--- src/rtl/digit_serial_adder_defs.svh ---
// Shared encodings and default widths for the digit-serial adder slice.
// Pulled in once by the package; everything else sees them through the package.
`ifndef DIGIT_SERIAL_ADDER_DEFS_SVH
`define DIGIT_SERIAL_ADDER_DEFS_SVH

`define ST_IDLE 2'd0
`define ST_RUN  2'd1
`define ST_DONE 2'd2

`define WIDTH 16
`define DIGIT 4

`endif

--- src/rtl/digit_serial_adder_pkg.sv ---
// Types, default widths and sizing helpers shared by the digit-serial adder,
// its bus interface and anything that instantiates it.
`include "digit_serial_adder_defs.svh"

package digit_serial_adder_pkg;

  localparam int DEF_N = `WIDTH;
  localparam int DEF_K = `DIGIT;

  typedef enum logic [1:0] {
    IDLE = `ST_IDLE,
    RUN  = `ST_RUN,
    DONE = `ST_DONE
  } state_t;

  // Digit counter width; a single-digit configuration still keeps one bit.
  function automatic int cnt_width(input int n, input int k);
    return (n / k > 1) ? $clog2(n / k) : 1;
  endfunction

endpackage

--- src/rtl/digit_serial_adder_if.sv ---
// Request/result bus between a datapath controller and the digit-serial adder.
interface digit_serial_adder_if #(
  parameter int N = digit_serial_adder_pkg::DEF_N
);

  logic         start;
  logic         sub;
  logic [N-1:0] a;
  logic [N-1:0] b;
  logic         ci;
  logic [N-1:0] sum;
  logic         co;
  logic         ovf;
  logic         busy;
  logic         done;

  modport master (
    output start, sub, a, b, ci,
    input  sum, co, ovf, busy, done
  );

  modport slave (
    input  start, sub, a, b, ci,
    output sum, co, ovf, busy, done
  );

endinterface

--- src/rtl/digit_serial_adder_digit_adder.sv ---
// Combinational K-bit ripple full adder: one digit slice of the serial adder.
module digit_adder #(
  parameter int K = 4
) (
  input  logic [K-1:0] x,
  input  logic [K-1:0] y,
  input  logic         cin,
  output logic [K-1:0] s,
  output logic         cout
);

  logic [K:0] c;

  assign c[0] = cin;

  for (genvar gi = 0; gi < K; gi++) begin : g_bit
    assign s[gi]     = x[gi] ^ y[gi] ^ c[gi];
    assign c[gi + 1] = (x[gi] & y[gi]) | (c[gi] & (x[gi] ^ y[gi]));
  end

  assign cout = c[K];

endmodule

--- src/rtl/digit_serial_adder.sv ---
// Multi-cycle add/subtract unit: N-bit operands processed K bits per clock,
// least significant digit first, with start/busy/done handshake and overflow flag.
module digit_serial_adder
  import digit_serial_adder_pkg::*;
#(
  parameter int N = DEF_N,
  parameter int K = DEF_K
) (
  input logic               clk,
  input logic               reset,
  digit_serial_adder_if.slave bus
);

  localparam int D  = N / K;
  localparam int CW = cnt_width(N, K);

  state_t        state_reg, state_next;
  logic [CW-1:0] cnt_reg;
  logic [N-1:0]  a_reg, b_reg, sum_reg;
  logic          carry_reg, co_reg, ovf_reg;

  logic          accept, step, last;
  int            digit_base;
  logic [K-1:0]  a_dig, b_dig, s_dig;
  logic          c_dig;

  always_comb begin
    digit_base = int'(cnt_reg) * K;
    a_dig      = a_reg[digit_base +: K];
    b_dig      = b_reg[digit_base +: K];
  end

  digit_adder #(.K(K)) u_digit (
    .x    (a_dig),
    .y    (b_dig),
    .cin  (carry_reg),
    .s    (s_dig),
    .cout (c_dig)
  );

  assign last = (cnt_reg == CW'(D - 1));

  always_ff @(posedge clk) begin
    if (reset) state_reg <= IDLE;
    else       state_reg <= state_next;
  end

  always_comb begin
    state_next = state_reg;
    accept     = 1'b0;
    step       = 1'b0;
    bus.busy   = 1'b0;
    bus.done   = 1'b0;
    case (state_reg)
      IDLE: begin
        if (bus.start) begin
          accept     = 1'b1;
          state_next = RUN;
        end
      end
      RUN: begin
        bus.busy = 1'b1;
        step     = 1'b1;
        if (last) state_next = DONE;
      end
      DONE: begin
        bus.done = 1'b1;
        if (bus.start) begin
          accept     = 1'b1;
          state_next = RUN;
        end else begin
          state_next = IDLE;
        end
      end
      default: state_next = IDLE;
    endcase
  end

  // Subtraction is a + ~b + ~ci, so the operand is inverted once at acceptance
  // and every digit then runs through the same adder.
  always_ff @(posedge clk) begin
    if (reset) begin
      cnt_reg   <= '0;
      a_reg     <= '0;
      b_reg     <= '0;
      carry_reg <= 1'b0;
      sum_reg   <= '0;
      co_reg    <= 1'b0;
      ovf_reg   <= 1'b0;
    end else if (accept) begin
      cnt_reg   <= '0;
      a_reg     <= bus.a;
      b_reg     <= bus.sub ? ~bus.b : bus.b;
      carry_reg <= bus.ci ^ bus.sub;
    end else if (step) begin
      sum_reg[digit_base +: K] <= s_dig;
      carry_reg                <= c_dig;
      if (last) begin
        cnt_reg <= '0;
        co_reg  <= c_dig;
        // The top digit carries the result sign bit, so overflow is decided here.
        ovf_reg <= (a_reg[N-1] == b_reg[N-1]) && (s_dig[K-1] != a_reg[N-1]);
      end else begin
        cnt_reg <= cnt_reg + CW'(1);
      end
    end
  end

  assign bus.sum = sum_reg;
  assign bus.co  = co_reg;
  assign bus.ovf = ovf_reg;

endmodule
--- src/flat_wrapper.sv ---
// flat-port wrapper written by rule: the top's interface ports become plain ports
module digit_serial_adder_flat import digit_serial_adder_pkg::*;
#(
  parameter int N = DEF_N,
  parameter int K = DEF_K
)
  (clk, reset, bus_start, bus_sub, bus_a, bus_b, bus_ci, bus_sum, bus_co, bus_ovf, bus_busy, bus_done);
  digit_serial_adder_if #(.N(N)) bus_i ();
  input logic clk;
  input logic reset;
  input wire logic [$bits(bus_i.start)-1:0] bus_start;
  input wire logic [$bits(bus_i.sub)-1:0] bus_sub;
  input wire logic [$bits(bus_i.a)-1:0] bus_a;
  input wire logic [$bits(bus_i.b)-1:0] bus_b;
  input wire logic [$bits(bus_i.ci)-1:0] bus_ci;
  output wire logic [$bits(bus_i.sum)-1:0] bus_sum;
  output wire logic [$bits(bus_i.co)-1:0] bus_co;
  output wire logic [$bits(bus_i.ovf)-1:0] bus_ovf;
  output wire logic [$bits(bus_i.busy)-1:0] bus_busy;
  output wire logic [$bits(bus_i.done)-1:0] bus_done;
  assign bus_i.start = bus_start;
  assign bus_i.sub = bus_sub;
  assign bus_i.a = bus_a;
  assign bus_i.b = bus_b;
  assign bus_i.ci = bus_ci;
  assign bus_sum = bus_i.sum;
  assign bus_co = bus_i.co;
  assign bus_ovf = bus_i.ovf;
  assign bus_busy = bus_i.busy;
  assign bus_done = bus_i.done;
  digit_serial_adder #(.N(N), .K(K)) u_core (.clk(clk), .reset(reset), .bus(bus_i));
endmodule
--- config.mk ---
export PLATFORM = sky130hd
export DESIGN_NAME = digit_serial_adder_flat
export DESIGN_NICKNAME = d
export VERILOG_FILES = /design/src/rtl/digit_serial_adder_pkg.sv /design/src/rtl/digit_serial_adder_if.sv /design/src/rtl/digit_serial_adder_digit_adder.sv /design/src/rtl/digit_serial_adder.sv /design/src/flat_wrapper.sv
export VERILOG_INCLUDE_DIRS = /design/src /design/src/rtl
export SDC_FILE = /design/constraint.sdc
export NUM_CORES = 1
export LEC_CHECK = 0
export ABC_AREA = 1
export CORE_ASPECT_RATIO = 1.25
export CORE_MARGIN = 4
export CORE_UTILIZATION = 55
export DETAILED_ROUTE_END_ITERATION = 8
export DONT_BUFFER_PORTS = 1
export PLACE_DENSITY = 0.73
export SKIP_LAST_GASP = 1
export SYNTH_ARGS = -nofsm -noshare
export SYNTH_HDL_FRONTEND = slang
export SYNTH_SLANG_ARGS = --single-unit
--- constraint.sdc ---
create_clock -name clk -period 2.9 [get_ports clk]
set_input_delay 0.58 -clock clk [delete_from_list [all_inputs] [get_ports clk]]
set_output_delay 0.58 -clock clk [all_outputs]
set_load 0.005 [all_outputs]
Yosys cells after proc, flatten, opt, wreduce, memory -nomap -nowiden. Index checks and enable logic that the tools add are counted. W data, S select, Z words.

Register bits after elaboration: 55. Input port bits: 37. Output and inout bits: 20. Logic and storage cells: 65.

Add/sub/neg operators: 2. Eq/ne operators: 7. Shift-type cells: 4. Mux-type cells: 13. Bitwise operators: 23. Reductions and logical operators: 8.

Operators by type and width (number): $neg A4 Y33 (1); $shift A4 B33 Y16 const A (1); $shiftx A4 B33 Y16 (1); $shiftx A16 B5 Y4 (2); $bwmux W16 (1); $mux W16 (1); $not A16 Y16 (1); $xor A1 B1 Y1 (9); $and A1 B1 Y1 (8); $mux W1 (7); $mux W2 (3); $pmux W2 S3 (1); $eq A2 B2 Y1 const B (2); $or A1 B1 Y1 (4); $reduce_and A2 Y1 (2); $reduce_or A2 Y1 (2); $reduce_and A3 Y1 (1); $add A2 B1 Y2 const B (1); $eq A2 B1 Y1 const B (1); $logic_not A2 Y1 (1); $ne A2 B1 Y1 const B (1); $ne A2 B2 Y1 const B (1); $reduce_bool A2 Y1 (1); $eq A1 B1 Y1 (1); other kinds (3) (3).

Longest topological paths before layout. Gate-level depths: netlist (run 1).

Depth in word-level cells: 12. Depth in mapped cells: 16. Mapped depth without buffers: 15.

Modules after synthesis. A second synthesis (run 1) with hierarchy kept.

Cells, all modules: 346. Area total of the unflattened synthesis: 2590.0 um^2.

By module, submodules not included: digit_serial_adder (instances 1, cells an instance 332, area an instance 2472.4 um^2, sequential area each 1101.1 um^2); digit_adder (instances 1, cells an instance 14, area an instance 117.6 um^2, sequential area each 0.0 um^2).

Worst setup path before layout (run 1). OpenSTA, ideal clock, no wires.

Path kind: reg2reg. Start: reg u_core.cnt_reg[0]. End: reg u_core.ovf_reg, in the netlist u_core.bus.ovf. Setup time: 116 ps. Data arrival time: 2644 ps. Data required time: 2784 ps. Path slack: 140 ps. Stages on the path, launching flop included: 16. Path buffers: 1. Clock period less this slack: 2760 ps. Path through: dfxtp_1 -> clkbuf_1 -> o21ai_0 -> nor2_1 -> a21oi_1 -> fa_1 -> fa_1 -> inv_1 -> fa_1 -> fa_1 -> inv_1 -> nor2_1 -> nand2_1 -> nand2_1 -> nor2_1 -> nor2_1.

Word-level cells in the longest chain between the ends: 11. Elaborated cells on any way between the ends: 20. Classes of those cells: eq/ne (2); shift (2); bitwise (14); reduce/logical (2).

Ends and longest elaborated chain: start, declared (RTL line digit_serial_adder.sv:18) `logic [CW-1:0] cnt_reg;`; start signal, assigned (RTL line digit_serial_adder.sv:104) `cnt_reg <= cnt_reg + CW'(1);`; $shiftx A16 B5 Y4, on equally long branches (RTL line digit_serial_adder.sv:29, digit_serial_adder.sv:30); $xor A1 B1 Y1 (RTL line digit_serial_adder_digit_adder.sv:18) `assign c[gi + 1] = (x[gi] & y[gi]) | (c[gi] & (x[gi] ^ y[gi]));`; $and A1 B1 Y1 (RTL line digit_serial_adder_digit_adder.sv:18); $or A1 B1 Y1 (RTL line digit_serial_adder_digit_adder.sv:18); $and A1 B1 Y1 (RTL line digit_serial_adder_digit_adder.sv:18); $or A1 B1 Y1 (RTL line digit_serial_adder_digit_adder.sv:18); $and A1 B1 Y1 (RTL line digit_serial_adder_digit_adder.sv:18); $or A1 B1 Y1 (RTL line digit_serial_adder_digit_adder.sv:18); $xor A1 B1 Y1 (RTL line digit_serial_adder_digit_adder.sv:17) `assign s[gi] = x[gi] ^ y[gi] ^ c[gi];`; $ne A1 B1 Y1 (RTL line digit_serial_adder.sv:102) `ovf_reg <= (a_reg[N-1] == b_reg[N-1]) && (s_dig[K-1] != a_reg[N-1]);`; $logic_and A1 B1 Y1 (RTL line digit_serial_adder.sv:102); end signal, assigned (RTL line digit_serial_adder.sv:102); end, declared (RTL line digit_serial_adder.sv:20) `logic carry_reg, co_reg, ovf_reg;`.

Several ways; a longest one is shown, not always the timed one. A chain may end at the register's enable or synchronous reset.

Worst setup path in the final report (run 1). Ends and elaborated chain as after synthesis.

==> results_tabular.tex, run 1 <==
\begin{tabular}{lr}
\hline
Metric & Value \\
\hline
\multicolumn{2}{l}{\textbf{GRT}} \\
\quad Number of antenna violations at the first check in global routing & 0 \\
\quad GRT Total Usage & 0.2020 \\
\quad Gr ovfl total & 0 \\
\quad First-pass GRT wire length & 9825 µm \\
\quad Via count of the first global-routing pass & around 2,200 \\
\quad Largest net degree at the start of global routing & 28 \\
\multicolumn{2}{l}{\textbf{Cells and area}} \\
\quad Final net count & 403 \\
\quad Area added between synthesis and finish & 4.932\% \\
\quad Count of non-filler cells in the finished layout & about 420 \\
\quad Number of filler instances in the final layout & 475 \\
\quad Number of antenna cells inserted & 0 \\
\quad Fraction of the core area covered by cells at the end of the flow & 0.5910 \\
\quad Share of cells above drive strength 1 & 0.08989 \\
\multicolumn{2}{l}{\textbf{Timing}} \\
\quad Setup TNS & 0 ps \\
\quad Share of the clock period used by the worst path & 0.9431 \\
\quad Worst Tran Pin Value & around 570 ps \\
\quad Min cycle time layout & around 2700 ps \\
\quad Highest Clock Rate & 0.3656 GHz \\
\quad Endpoints failing hold & 0 \\
\quad Relative slew slack & 0.6199 \\
\quad Final critical-path setup slack & between 150 and 200 ps \\
\quad Worst setup skew after layout & 13.73 ps \\
\quad Setup violators final & 0 \\
\quad RSZ-0062 raised after global routing & false \\
\quad Pins Over Slew Limit & 0 \\
\multicolumn{2}{l}{\textbf{Clocking}} \\
\quad H-tree levels & 2 \\
\quad Clock sinks & between 50 and 60 \\
\quad TritonCTS clock tree & done \\
\quad CTS Root Cell & sky130\_fd\_sc\_hd\_\_clkbuf\_8 \\
\quad CTS clk-pin slew, worst paths & around 100 ps \\
\quad Number of buffers added to fix hold violations after cts & 0 \\
\quad Number of buffers inserted during clock tree synthesis & 5 \\
\quad Max clock buf depth & 2 \\
\quad Clock insertion delay at the later pin of the skew report & about 310 ps \\
\quad Buffers inserted by post-CTS timing repair & 0 \\
\multicolumn{2}{l}{\textbf{Drt}} \\
\quad Count of routing violations after the opening detailed-route iteration & 88 \\
\quad Average via count per standard cell & between 5 and 6 \\
\quad Number of detailed-routing iterations run before antenna repair & 4 \\
\quad Detail Route Antenna Nets & 0 \\
\quad Post-DR wirelength/cell & around 14 µm \\
\quad Detailed-routed wire length on met2 & roughly 3000 µm \\
\quad Top Metal Used & met4 \\
\quad DR vias & between 2,000 and 2,500 \\
\quad Met3 wire len & 258 µm \\
\quad WL met1 & 2366 µm \\
\quad DRC viols & 0 \\
\quad Final WL & 5693 µm \\
\multicolumn{2}{l}{\textbf{Die}} \\
\quad Area of the die & 6028 µm² \\
\quad Floorplan core area & between 4000 and 5000 µm² \\
\quad Starting density of the core & 0.5632 \\
\quad Top-Level Pins & 57 \\
\quad Number of placement rows & 28 \\
\quad Die boundary width & approximately 70 µm \\
\quad Floorplan die height & around 86 µm \\
\multicolumn{2}{l}{\textbf{Pwr}} \\
\quad Peak ir drop on the vdd network & around 0.32 mV \\
\quad Total design power & about 1500 µW \\
\quad Cell Pwr Density & around 550 nW/µm² \\
\quad Static leakage power & approximately 0.0011 µW \\
\multicolumn{2}{l}{\textbf{Placed design}} \\
\quad Setup Slack @ Placement & around 160 ps \\
\quad Detailed placer's ending HPWL & 4399 µm \\
\quad Number of cells after detailed placement & between 400 and 500 \\
\quad Global placement routability congestion & 0.8815 \\
\quad Count of input and output buffers & 0 \\
\multicolumn{2}{l}{\textbf{Worst hold path}} \\
\quad Hold Crit Class & primary input to register \\
\multicolumn{2}{l}{\textbf{Synth}} \\
\quad Net count of the mapped netlist & 406 \\
\quad Avg Synthesized Cell Area & between 7 and 8 µm² \\
\quad Portion of the post-synthesis area used by sequential elements & 0.4133 \\
\quad Flops \& latches, synth & 55 \\
\quad Number of unique standard cell types used by synthesis & 25 \\
\quad Yosys warnings & 0 \\
\quad Number of cells produced by synthesis & approximately 360 \\
\quad Post-synthesis instance area & approximately 2700 µm² \\
\multicolumn{2}{l}{\textbf{Worst setup path}} \\
\quad Sort of element at the start of the critical path & register \\
\quad Type of the setup path with the least slack & register to register \\
\quad Critical Path Sink Type & register \\
\quad Worst setup slack for register-to-register paths & roughly 160 ps \\
\quad Top fanout value on the critical path & 7 \\
\quad Arrival time worst endpoint & between 2000 and 3000 ps \\
\quad Required time at the endpoint of the critical path & 3110 ps \\
\multicolumn{2}{l}{\textbf{Flow run}} \\
\quad Total of max-cap violations & 0 \\
\multicolumn{2}{l}{\textbf{Run status}} \\
\quad Outcome & finished, final reports clean \\
\hline
\end{tabular}
worst max-delay path, stage by stage (launching register included):
cell	delay (ps)
sky130_fd_sc_hd__dfxtp_2	350
sky130_fd_sc_hd__buf_4	150
sky130_fd_sc_hd__o21ai_0	90
sky130_fd_sc_hd__nor2_1	120
sky130_fd_sc_hd__a21oi_2	50
sky130_fd_sc_hd__fa_1	410
sky130_fd_sc_hd__fa_1	390
sky130_fd_sc_hd__inv_1	80
sky130_fd_sc_hd__fa_1	180
sky130_fd_sc_hd__fa_1	440
sky130_fd_sc_hd__inv_1	110
sky130_fd_sc_hd__nor2_1	50
sky130_fd_sc_hd__nand2_1	50
sky130_fd_sc_hd__nand2_1	50
sky130_fd_sc_hd__nor2_1	80
sky130_fd_sc_hd__nor2_1	50
final timing paths:
check                                     endpoint  cells after the start         startpoint
worst min-delay path            u_core.bus.sum[12]                      1              reset
worst min register to register     u_core.a_reg[1]                      2    u_core.a_reg[1]
worst max register to register      u_core.bus.ovf                     15  u_core.cnt_reg[0]
worst max-delay path                u_core.bus.ovf                     15  u_core.cnt_reg[0]
power by group:
group | leakage, µW | internal (µW) | switching, µW | total (µW)
logic | 0.000648 | 108 | 168 | 276
registers | 0.000453 | 807 | 33.5 | 841
clock network | 0.0000470 | 188 | 236 | 424
total | 0.00115 | 1100 | 437 | 1540
cell type report:
cell class | instances | area, µm² | share of cell area
multi-input cells | 254 | 1341 | 0.4799
flip-flops and latches | 55 | 1104 | 0.3948
inverters | 31 | 116.4 | 0.04163
clock buffers | 6 | 82.58 | 0.02954
well taps | 60 | 75.07 | 0.02686
repair buffers | 9 | 71.32 | 0.02551
clock inverters | 1 | 5.005 | 0.001791
cell usage after synthesis:
| library cell | n | area [µm²] |
|---|---|---|
| sky130_fd_sc_hd__nand2_4 | 1 | 11.26 |
| sky130_fd_sc_hd__nor3_1 | 3 | 15.01 |
| sky130_fd_sc_hd__clkbuf_4 | 1 | 7.510 |
| sky130_fd_sc_hd__nand3_2 | 1 | 10.01 |
| sky130_fd_sc_hd__dfxtp_1 | 55 | 1101 |
| sky130_fd_sc_hd__xnor2_1 | 17 | 148.9 |
| sky130_fd_sc_hd__inv_1 | 28 | 105.1 |
| sky130_fd_sc_hd__buf_4 | 2 | 15.01 |
| sky130_fd_sc_hd__o22ai_1 | 4 | 25.02 |
| sky130_fd_sc_hd__clkinv_1 | 1 | 3.750 |
| sky130_fd_sc_hd__fa_1 | 4 | 80.08 |
| sky130_fd_sc_hd__o21ai_1 | 14 | 70.07 |
| sky130_fd_sc_hd__inv_2 | 2 | 7.510 |
| sky130_fd_sc_hd__nor2_2 | 6 | 37.54 |
| sky130_fd_sc_hd__nand3_1 | 3 | 15.01 |
| sky130_fd_sc_hd__buf_6 | 3 | 33.78 |
| sky130_fd_sc_hd__clkbuf_2 | 1 | 5.000 |
| sky130_fd_sc_hd__buf_2 | 4 | 20.02 |
| sky130_fd_sc_hd__nand2_1 | 42 | 157.7 |
| sky130_fd_sc_hd__o21ai_0 | 47 | 235.2 |
| sky130_fd_sc_hd__nor2_4 | 2 | 22.52 |
| sky130_fd_sc_hd__nor2_1 | 71 | 266.5 |
| sky130_fd_sc_hd__ha_1 | 6 | 75.07 |
| sky130_fd_sc_hd__clkbuf_1 | 8 | 30.03 |
| sky130_fd_sc_hd__a21oi_1 | 33 | 165.2 |
cells by family after synthesis:
logic type      Yosys count  synth area share
simple gates            129            0.2010
compound gates           98            0.1860
xor+xnor                 17           0.05589
flops                    55            0.4133
fa+ha+maj                10           0.05824
buf+inv                  50           0.08548
metrics by stage:
stage | hold slack, ps | area [µm²]
after floorplan | 424.5 | 2664
after global placement | 466.3 | 2695
after detailed placement | 470.7 | 2695
after CTS | 317.0 | 2783
after global routing | 312.0 | 2795
final | 321.6 | 2795
placed cells by master, fill, tap and decap left out, drive strengths merged:
cell	count
xnor2	17
o21ai	61
nor3	3
dfxtp	55
clkbuf	6
fa	4
nand2	43
nand3	4
a21oi	33
nor2	79
buf	9
inv	30
clkinv	2
ha	6
o22ai	4
per-layer routing:
layer  track usage  vias up
met5             0        -
met4       0.06272        0
met3       0.04103        6
met2        0.3637       43
met1        0.2392     1016
li1              -     1140
what timing repair did:
| action | CTS | global route |
|---|---|---|
| hold endpoints to repair | 0 | 0 |
| resized for setup | 0 | 6 |
| endpoints found under the setup margin | 0 | 4 |
Note: power is estimated with default switching activity, not from simulation.
==> run 2: changes to the inputs <==
REMOVE_ABC_BUFFERS = 1   (was default)
==> run 2 against run 1 <==
  * Routed wire length shrank 1.4%
  * Final cell count is the same
  * Total power grew 1.5%
  * Register-to-register slack gained 50 ps
  * Worst hold slack gained 13 ps
  * Flip-flop and latch count is the same
  * First-iteration DRC count grew 63%
  * Design area grew 0.85%
  * Combinational power is essentially flat
  * Highest routed layer unchanged
  * Clock power grew 5.4%
  * Count of clock-buffer cells in the layout grew 2
  * Critical path depth is the same
==> results_tabular.tex, run 2 (synthesis gave the netlist of run 1 again) <==
\begin{tabular}{lr}
\hline
Metric & Value \\
\hline
\multicolumn{2}{l}{\textbf{Timing}} \\
\quad Final critical-path setup slack & 217.9 ps (was 164.9 ps) \\
\quad Hold WS & 334.2 ps (was 321.6 ps) \\
\quad Relative slew slack & 0.5888 (was 0.6199) \\
\quad Highest Clock Rate & 0.3728 GHz (was 0.3656 GHz) \\
\quad Endpoints failing hold & 0 (unchanged) \\
\quad Share of the clock period used by the worst path & 0.9249 (was 0.9431) \\
\quad Worst setup skew after layout & 6.270 ps (was 13.73 ps) \\
\quad Worst Tran Pin Value & 616.1 ps (was 569.5 ps) \\
\quad Setup violators final & 0 (unchanged) \\
\quad Pins Over Slew Limit & 0 (unchanged) \\
\quad Min cycle time layout & 2682 ps (was 2735 ps) \\
\quad RSZ-0062 raised after global routing & false (unchanged) \\
\multicolumn{2}{l}{\textbf{Clocking}} \\
\quad TritonCTS clock tree & done (unchanged) \\
\quad CTS Root Cell & sky130\_fd\_sc\_hd\_\_clkbuf\_8 (unchanged) \\
\quad Number of buffers inserted during clock tree synthesis & 5 (unchanged) \\
\quad Clock sinks & 55 (unchanged) \\
\quad CTS clk-pin slew, worst paths & 90 ps (was 100 ps) \\
\quad H-tree levels & 2 (unchanged) \\
\quad Number of buffers added to fix hold violations after cts & 0 (unchanged) \\
\quad Clock insertion delay at the later pin of the skew report & 300 ps (was 310 ps) \\
\quad Max clock buf depth & 2 (unchanged) \\
\multicolumn{2}{l}{\textbf{Pwr}} \\
\quad Cell Pwr Density & 554.7 nW/µm² (was 551.2 nW/µm²) \\
\quad Total design power & 1564 µW (was 1541 µW) \\
\quad Static leakage power & 0.001154 µW (was 0.001148 µW) \\
\quad Peak ir drop on the vdd network & 0.3424 mV (was 0.3154 mV) \\
\multicolumn{2}{l}{\textbf{Cells and area}} \\
\quad Final net count & 402 (was 403) \\
\quad Area added between synthesis and finish & 5.824\% (was 4.932\%) \\
\quad Final design instance area without fill & 2819 µm² (was 2795 µm²) \\
\quad Fraction of the core area covered by cells at the end of the flow & 0.5960 (was 0.5910) \\
\quad Most common cell after layout, fill and taps aside & sky130\_fd\_sc\_hd\_\_nor2\_1 (unchanged) \\
\quad Share of cells above drive strength 1 & 0.09831 (was 0.08989) \\
\quad Number of filler instances in the final layout & 448 (was 475) \\
\quad Top library cells by usage in the layout, fill and taps aside & 70 x sky130\_fd\_sc\_hd\_\_nor2\_1, 53 x sky130\_fd\_sc\_hd\_\_dfxtp\_1, 46 x sky130\_fd\_sc\_hd\_\_o21ai\_0 (unchanged) \\
\quad Number of antenna cells inserted & 0 (unchanged) \\
\multicolumn{2}{l}{\textbf{Die}} \\
\quad Starting density of the core & 0.5632 (unchanged) \\
\quad Area of the die & 6028 µm² (unchanged) \\
\quad Die boundary width & 70.25 µm (unchanged) \\
\quad Number of placement rows & 28 (unchanged) \\
\quad Floorplan core area & 4730 µm² (unchanged) \\
\quad Floorplan die height & 85.81 µm (unchanged) \\
\quad Top-Level Pins & 57 (unchanged) \\
\multicolumn{2}{l}{\textbf{Worst setup path}} \\
\quad Type of the setup path with the least slack & register to register (unchanged) \\
\quad Arrival time worst endpoint & 2880 ps (was 2950 ps) \\
\quad Required time at the endpoint of the critical path & 3100 ps (was 3110 ps) \\
\quad Critical Path Sink Type & register (unchanged) \\
\quad Worst Reg-to-Reg Cells & 15 (unchanged) \\
\quad Critical R2R Capture & u\_core.bus.sum[7] (was u\_core.bus.ovf) \\
\quad Top fanout value on the critical path & 18 (was 7) \\
\quad Worst setup slack for register-to-register paths & 220 ps (was 160 ps) \\
\quad Worst setup path startpoint & u\_core.cnt\_reg[0] (unchanged) \\
\quad Sort of element at the start of the critical path & register (unchanged) \\
\quad Critical path endpoint & u\_core.bus.sum[7] (was u\_core.bus.ovf) \\
\quad Startpoint of the most critical register-to-register path & u\_core.cnt\_reg[0] (unchanged) \\
\multicolumn{2}{l}{\textbf{Placed design}} \\
\quad Setup Slack @ Placement & 56.03 ps (was 163.1 ps) \\
\quad Count of input and output buffers & 0 (unchanged) \\
\quad Global placement routability congestion & 0.8683 (was 0.8815) \\
\quad Detailed placer's ending HPWL & 4072 µm (was 4399 µm) \\
\quad Post-Place Cell Area & 2700 µm² (was 2695 µm²) \\
\multicolumn{2}{l}{\textbf{Flow run}} \\
\quad Total of max-cap violations & 0 (unchanged) \\
\multicolumn{2}{l}{\textbf{Drt}} \\
\quad Count of routing violations after the opening detailed-route iteration & 143 (was 88) \\
\quad DR vias & 2,181 (was 2,205) \\
\quad Detail Route Antenna Nets & 0 (unchanged) \\
\quad Average via count per standard cell & 5.243 (was 5.300) \\
\quad DRC viols & 0 (unchanged) \\
\quad Post-DR wirelength/cell & 13.49 µm (was 13.69 µm) \\
\quad Number of detailed-routing iterations run before antenna repair & 4 (unchanged) \\
\quad Final WL & 5612 µm (was 5693 µm) \\
\multicolumn{2}{l}{\textbf{GRT}} \\
\quad Number of antenna violations at the first check in global routing & 0 (unchanged) \\
\quad Gr ovfl total & 0 (unchanged) \\
\quad Largest net degree at the start of global routing & 48 (was 28) \\
\quad GRT Total Usage & 0.1970 (was 0.2020) \\
\quad Via count of the first global-routing pass & 2,073 (was 2,166) \\
\quad First-pass GRT wire length & 9563 µm (was 9825 µm) \\
\multicolumn{2}{l}{\textbf{Run status}} \\
\quad Outcome & finished, final reports clean (unchanged) \\
\multicolumn{2}{l}{\textbf{Worst hold path}} \\
\quad Hold Crit Class & primary input to register (unchanged) \\
\hline
\end{tabular}
[run 2: how the worst min path moves through the flow]
stage	from	end	slack [ps]	depth (start not counted)
after floorplan	u_core.a_reg[0]	u_core.a_reg[0]	430	2
after global placement	u_core.a_reg[1]	u_core.a_reg[1]	440	2
after detailed placement	u_core.a_reg[1]	u_core.a_reg[1]	450	2
after CTS	reset	u_core.bus.sum[14]	320	1
after global routing	reset	u_core.state_reg[1]	310	1
final	reset	u_core.bus.sum[14]	330	1
[run 2: metal layers]
metal / track usage / part of all wire / vias up / wire (µm)
met1: 0.2318 / 0.43 / 986 / 2411
met4: 0.07491 / 0.017 / 0 / 97
li1: - / - / 1138 / -
met3: 0.05158 / 0.052 / 8 / 294
met5: 0 / 0 / - / 0
met2: 0.3416 / 0.50 / 49 / 2810
[run 2: power by group]
group          switching, µW  leakage (µW)  internal (µW)  total, µW
registers               33.9      0.000453            807        841
logic                    167      0.000649            109        276
clock network            228     0.0000515            218        447
total                    429       0.00115           1130       1560
[run 2: area by class of cell]
type	count	area (µm²)	area share
multi-input cells	254	1349	0.4785
flip-flops and latches	55	1106	0.3924
repair buffers	8	72.57	0.02574
well taps	60	75.07	0.02663
inverters	31	116.4	0.04128
clock buffers	8	100.1	0.03551
[run 2: stage by stage]
stage                     TNS [ps]  instances
after global placement           0        408
after floorplan             -653.6        340
final                            0        416
after detailed placement         0        408
after CTS                        0        416
after global routing             0        416
[run 2: critical path, stage by stage, from the launching register on]
cell and delay, ps:
sky130_fd_sc_hd__dfxtp_4 390, sky130_fd_sc_hd__buf_12 150, sky130_fd_sc_hd__o21ai_0 80, sky130_fd_sc_hd__nor2_1 130, sky130_fd_sc_hd__a21oi_2 50, sky130_fd_sc_hd__fa_1 370
sky130_fd_sc_hd__fa_1 370, sky130_fd_sc_hd__inv_1 70, sky130_fd_sc_hd__fa_1 170, sky130_fd_sc_hd__fa_1 430, sky130_fd_sc_hd__nand2_1 140, sky130_fd_sc_hd__nor2_2 50
sky130_fd_sc_hd__nand2_1 50, sky130_fd_sc_hd__nand2_1 50, sky130_fd_sc_hd__inv_1 50, sky130_fd_sc_hd__nor2_1 30
[run 2: repair_timing]
action | in CTS | in global routing
setup endpoints to repair | 0 | 5
setup buffers | 0 | 0
resized for setup | 0 | 10
==> run 3: changes to the inputs <==
CORE_MARGIN = 2   (was 4)
PLACE_DENSITY = 0.7   (was 0.73)
clock period = 3.4 ns   (was 2.9 ns; I/O delays follow)
==> run 3 against run 2 <==
  * Worst setup slack improved by 150 ps
  * Total power fell by 17%
  * Highest routed layer unchanged
  * Largest power group unchanged
  * Maximum frequency fell by 11%
  * Sequential share of layout area rose by 0.98 points
  * Core utilization fell by 1.3 points
  * Combinational power fell by 18%
  * Critical endpoint is now u_core.bus.sum[3]
  * Clock power fell by 19%
  * Critical path type unchanged
  * Global-route usage rose by 2.1 points
  * First-iteration DRC count fell by 37%
  * Register-to-register slack improved by 150 ps
  * Routed wire length fell by 3.9%
==> results_tabular.tex, run 3 (synthesis gave the netlist of run 1 again) <==
\begin{tabular}{lr}
\hline
Metric & Value \\
\hline
\multicolumn{2}{l}{\textbf{Run status}} \\
\quad Outcome & finished, final reports clean (unchanged) \\
\multicolumn{2}{l}{\textbf{Timing}} \\
\quad Highest Clock Rate & 0.3300 GHz (was 0.3728 GHz) \\
\quad Worst setup skew after layout & 9.504 ps (was 6.270 ps) \\
\quad Share of the clock period used by the worst path & 0.8912 (was 0.9249) \\
\quad Worst Tran Pin Value & 1021 ps (was 616.1 ps) \\
\quad Endpoints failing hold & 0 (unchanged) \\
\quad Setup violators final & 0 (unchanged) \\
\quad Pins Over Slew Limit & 0 (unchanged) \\
\quad Relative slew slack & 0.3186 (was 0.5888) \\
\quad Min cycle time layout & 3030 ps (was 2682 ps) \\
\quad Hold WS & 425.1 ps (was 334.2 ps) \\
\quad RSZ-0062 raised after global routing & false (unchanged) \\
\quad Setup TNS & 0 ps (unchanged) \\
\multicolumn{2}{l}{\textbf{Drt}} \\
\quad Average via count per standard cell & 5.171 (was 5.243) \\
\quad Final WL & 5395 µm (was 5612 µm) \\
\quad Number of detailed-routing iterations run before antenna repair & 4 (unchanged) \\
\quad DRC viols & 0 (unchanged) \\
\quad DR vias & 2,120 (was 2,181) \\
\quad Count of routing violations after the opening detailed-route iteration & 90 (was 143) \\
\quad Detail Route Antenna Nets & 0 (unchanged) \\
\quad Post-DR wirelength/cell & 13.16 µm (was 13.49 µm) \\
\multicolumn{2}{l}{\textbf{Placed design}} \\
\quad Global placement routability congestion & 0.8795 (was 0.8683) \\
\quad Count of input and output buffers & 0 (unchanged) \\
\quad Detailed placer's ending HPWL & 3818 µm (was 4072 µm) \\
\quad Number of cells after detailed placement & 403 (was 408) \\
\multicolumn{2}{l}{\textbf{Worst setup path}} \\
\quad Top fanout value on the critical path & 13 (was 18) \\
\quad Worst Reg-to-Reg Cells & 11 (was 15) \\
\quad Type of the setup path with the least slack & register to register (unchanged) \\
\quad Critical R2R Capture & u\_core.bus.sum[3] (was u\_core.bus.sum[7]) \\
\quad Sort of element at the start of the critical path & register (unchanged) \\
\quad Startpoint of the most critical register-to-register path & u\_core.cnt\_reg[1] (was u\_core.cnt\_reg[0]) \\
\quad Critical Path Sink Type & register (unchanged) \\
\quad Arrival time worst endpoint & 3270 ps (was 2880 ps) \\
\quad Required time at the endpoint of the critical path & 3640 ps (was 3100 ps) \\
\quad Worst setup slack for register-to-register paths & 370 ps (was 220 ps) \\
\multicolumn{2}{l}{\textbf{Clocking}} \\
\quad CTS clk-pin slew, worst paths & 100 ps (was 90 ps) \\
\quad CTS Root Cell & sky130\_fd\_sc\_hd\_\_clkbuf\_8 (unchanged) \\
\quad Clock insertion delay at the later pin of the skew report & 310 ps (was 300 ps) \\
\quad Number of buffers inserted during clock tree synthesis & 5 (unchanged) \\
\quad Max clock buf depth & 2 (unchanged) \\
\quad Number of buffers added to fix hold violations after cts & 0 (unchanged) \\
\quad H-tree levels & 2 (unchanged) \\
\quad Clock sinks & 55 (unchanged) \\
\quad TritonCTS clock tree & done (unchanged) \\
\quad Number of resized instances in the post-cts repair step & 0 (unchanged) \\
\quad Buffers inserted by post-CTS timing repair & 0 (unchanged) \\
\multicolumn{2}{l}{\textbf{Cells and area}} \\
\quad Number of filler instances in the final layout & 447 (was 448) \\
\quad Area added between synthesis and finish & 2.771\% (was 5.824\%) \\
\quad Count of non-filler cells in the finished layout & 410 (was 416) \\
\quad Most common cell after layout, fill and taps aside & sky130\_fd\_sc\_hd\_\_nor2\_1 (unchanged) \\
\quad Top library cells by usage in the layout, fill and taps aside & 71 x sky130\_fd\_sc\_hd\_\_nor2\_1, 55 x sky130\_fd\_sc\_hd\_\_dfxtp\_1, 47 x sky130\_fd\_sc\_hd\_\_o21ai\_0 (was 70 x sky130\_fd\_sc\_hd\_\_nor2\_1, 53 x sky130\_fd\_sc\_hd\_\_dfxtp\_1, 46 x sky130\_fd\_sc\_hd\_\_o21ai\_0) \\
\quad Final net count & 397 (was 402) \\
\quad Fraction of the core area covered by cells at the end of the flow & 0.5832 (was 0.5960) \\
\quad Number of antenna cells inserted & 0 (unchanged) \\
\quad Share of cells above drive strength 1 & 0.06286 (was 0.09831) \\
\quad Area taken by multi-input logic gates & 1335 µm² (was 1349 µm²) \\
\quad Register Area & 1101 µm² (was 1106 µm²) \\
\multicolumn{2}{l}{\textbf{Die}} \\
\quad Number of placement rows & 28 (unchanged) \\
\quad Floorplan die height & 81.81 µm (was 85.81 µm) \\
\quad Floorplan core area & 4695 µm² (was 4730 µm²) \\
\quad Area of the die & 5420 µm² (was 6028 µm²) \\
\quad Die boundary width & 66.25 µm (was 70.25 µm) \\
\quad Starting density of the core & 0.5674 (was 0.5632) \\
\quad Top-Level Pins & 57 (unchanged) \\
\multicolumn{2}{l}{\textbf{GRT}} \\
\quad First-pass GRT wire length & 9066 µm (was 9563 µm) \\
\quad Via count of the first global-routing pass & 2,066 (was 2,073) \\
\quad Number of antenna violations at the first check in global routing & 0 (unchanged) \\
\quad Gr ovfl total & 0 (unchanged) \\
\quad Largest net degree at the start of global routing & 48 (unchanged) \\
\quad GRT Total Usage & 0.2175 (was 0.1970) \\
\multicolumn{2}{l}{\textbf{Pwr}} \\
\quad Static leakage power & 0.001117 µW (was 0.001154 µW) \\
\quad Peak ir drop on the vdd network & 0.2674 mV (was 0.3424 mV) \\
\quad Cell Pwr Density & 476.7 nW/µm² (was 554.7 nW/µm²) \\
\multicolumn{2}{l}{\textbf{Worst hold path}} \\
\quad Cell count of the worst hold path & 1 (unchanged) \\
\quad Worst hold endpoint & u\_core.bus.sum[10] (was u\_core.bus.sum[14]) \\
\quad Critical hold path startpoint & reset (unchanged) \\
\quad Hold Crit Class & primary input to register (unchanged) \\
\multicolumn{2}{l}{\textbf{Flow run}} \\
\quad Total of max-cap violations & 0 (unchanged) \\
\hline
\end{tabular}
-- run 3: cell types whose count changed in the layout (fill, tap and decap cells not counted), sizes merged --
cell and change:
buf -5, clkinv +2, clkbuf -2, inv -1
-- run 3: layout make-up --
| class | instances | share of cell area |
|---|---|---|
| clock buffer | 6 | 0.03016 |
| multi-input combinational | 254 | 0.4877 |
| timing repair buffer | 3 | 0.008227 |
| inverter | 31 | 0.04250 |
| clock inverter | 1 | 0.001828 |
| sequential | 55 | 0.4022 |
| tap | 60 | 0.02742 |
-- run 3: routing by layer --
| metal | routed length (µm) | global-route usage | up-vias |
|---|---|---|---|
| li1 | - | - | 1126 |
| met1 | 2298 | 0.2459 | 946 |
| met2 | 2820 | 0.4000 | 41 |
| met3 | 196 | 0.03151 | 7 |
| met4 | 80 | 0.09796 | 0 |
| met5 | 0 | 0 | - |
-- run 3: report_power, final --
part / internal (µW) / switching, µW / leakage, µW
clock: 160 / 202 / 0.0000470
combinational: 84.9 / 141 / 0.000618
sequential: 688 / 28.7 / 0.000452
total: 934 / 371 / 0.00112
-- run 3: through the flow --
stage / total power, µW / setup slack (ps) / instance area [µm²]
4_1_cts: 1316 / 387.9 / 2738
2_1_floorplan: 898.5 / 332.8 / 2552
6_report: 1305 / 369.9 / 2738
3_3_place_gp: 953.2 / 532.6 / 2650
3_5_place_dp: 956.7 / 416.1 / 2650
5_1_grt: 1378 / 23.91 / 2738
-- run 3: worst max-delay path by stage --
stage	start	endpoint	slack [ps]	cells after the start
finish	u_core.cnt_reg[1]	u_core.bus.sum[3]	370	11
global route	u_core.cnt_reg[1]	u_core.bus.sum[7]	20	13
CTS	u_core.cnt_reg[1]	u_core.bus.sum[3]	390	11
detailed placement	u_core.cnt_reg[1]	u_core.bus.sum[3]	420	11
global placement	u_core.cnt_reg[1]	u_core.bus.sum[7]	530	13
floorplan	u_core.cnt_reg[0]	u_core.bus.sum[7]	330	15
-- run 3: worst max-delay path, cell delays in order (launching register included) --
cell	delay (ps)
sky130_fd_sc_hd__dfxtp_1	580
sky130_fd_sc_hd__clkinv_1	370
sky130_fd_sc_hd__a21oi_1	270
sky130_fd_sc_hd__fa_1	220
sky130_fd_sc_hd__fa_1	170
sky130_fd_sc_hd__inv_1	50
sky130_fd_sc_hd__fa_1	370
sky130_fd_sc_hd__fa_1	520
sky130_fd_sc_hd__inv_1	90
sky130_fd_sc_hd__nor3_1	200
sky130_fd_sc_hd__nor2_1	60
sky130_fd_sc_hd__nor2_1	80
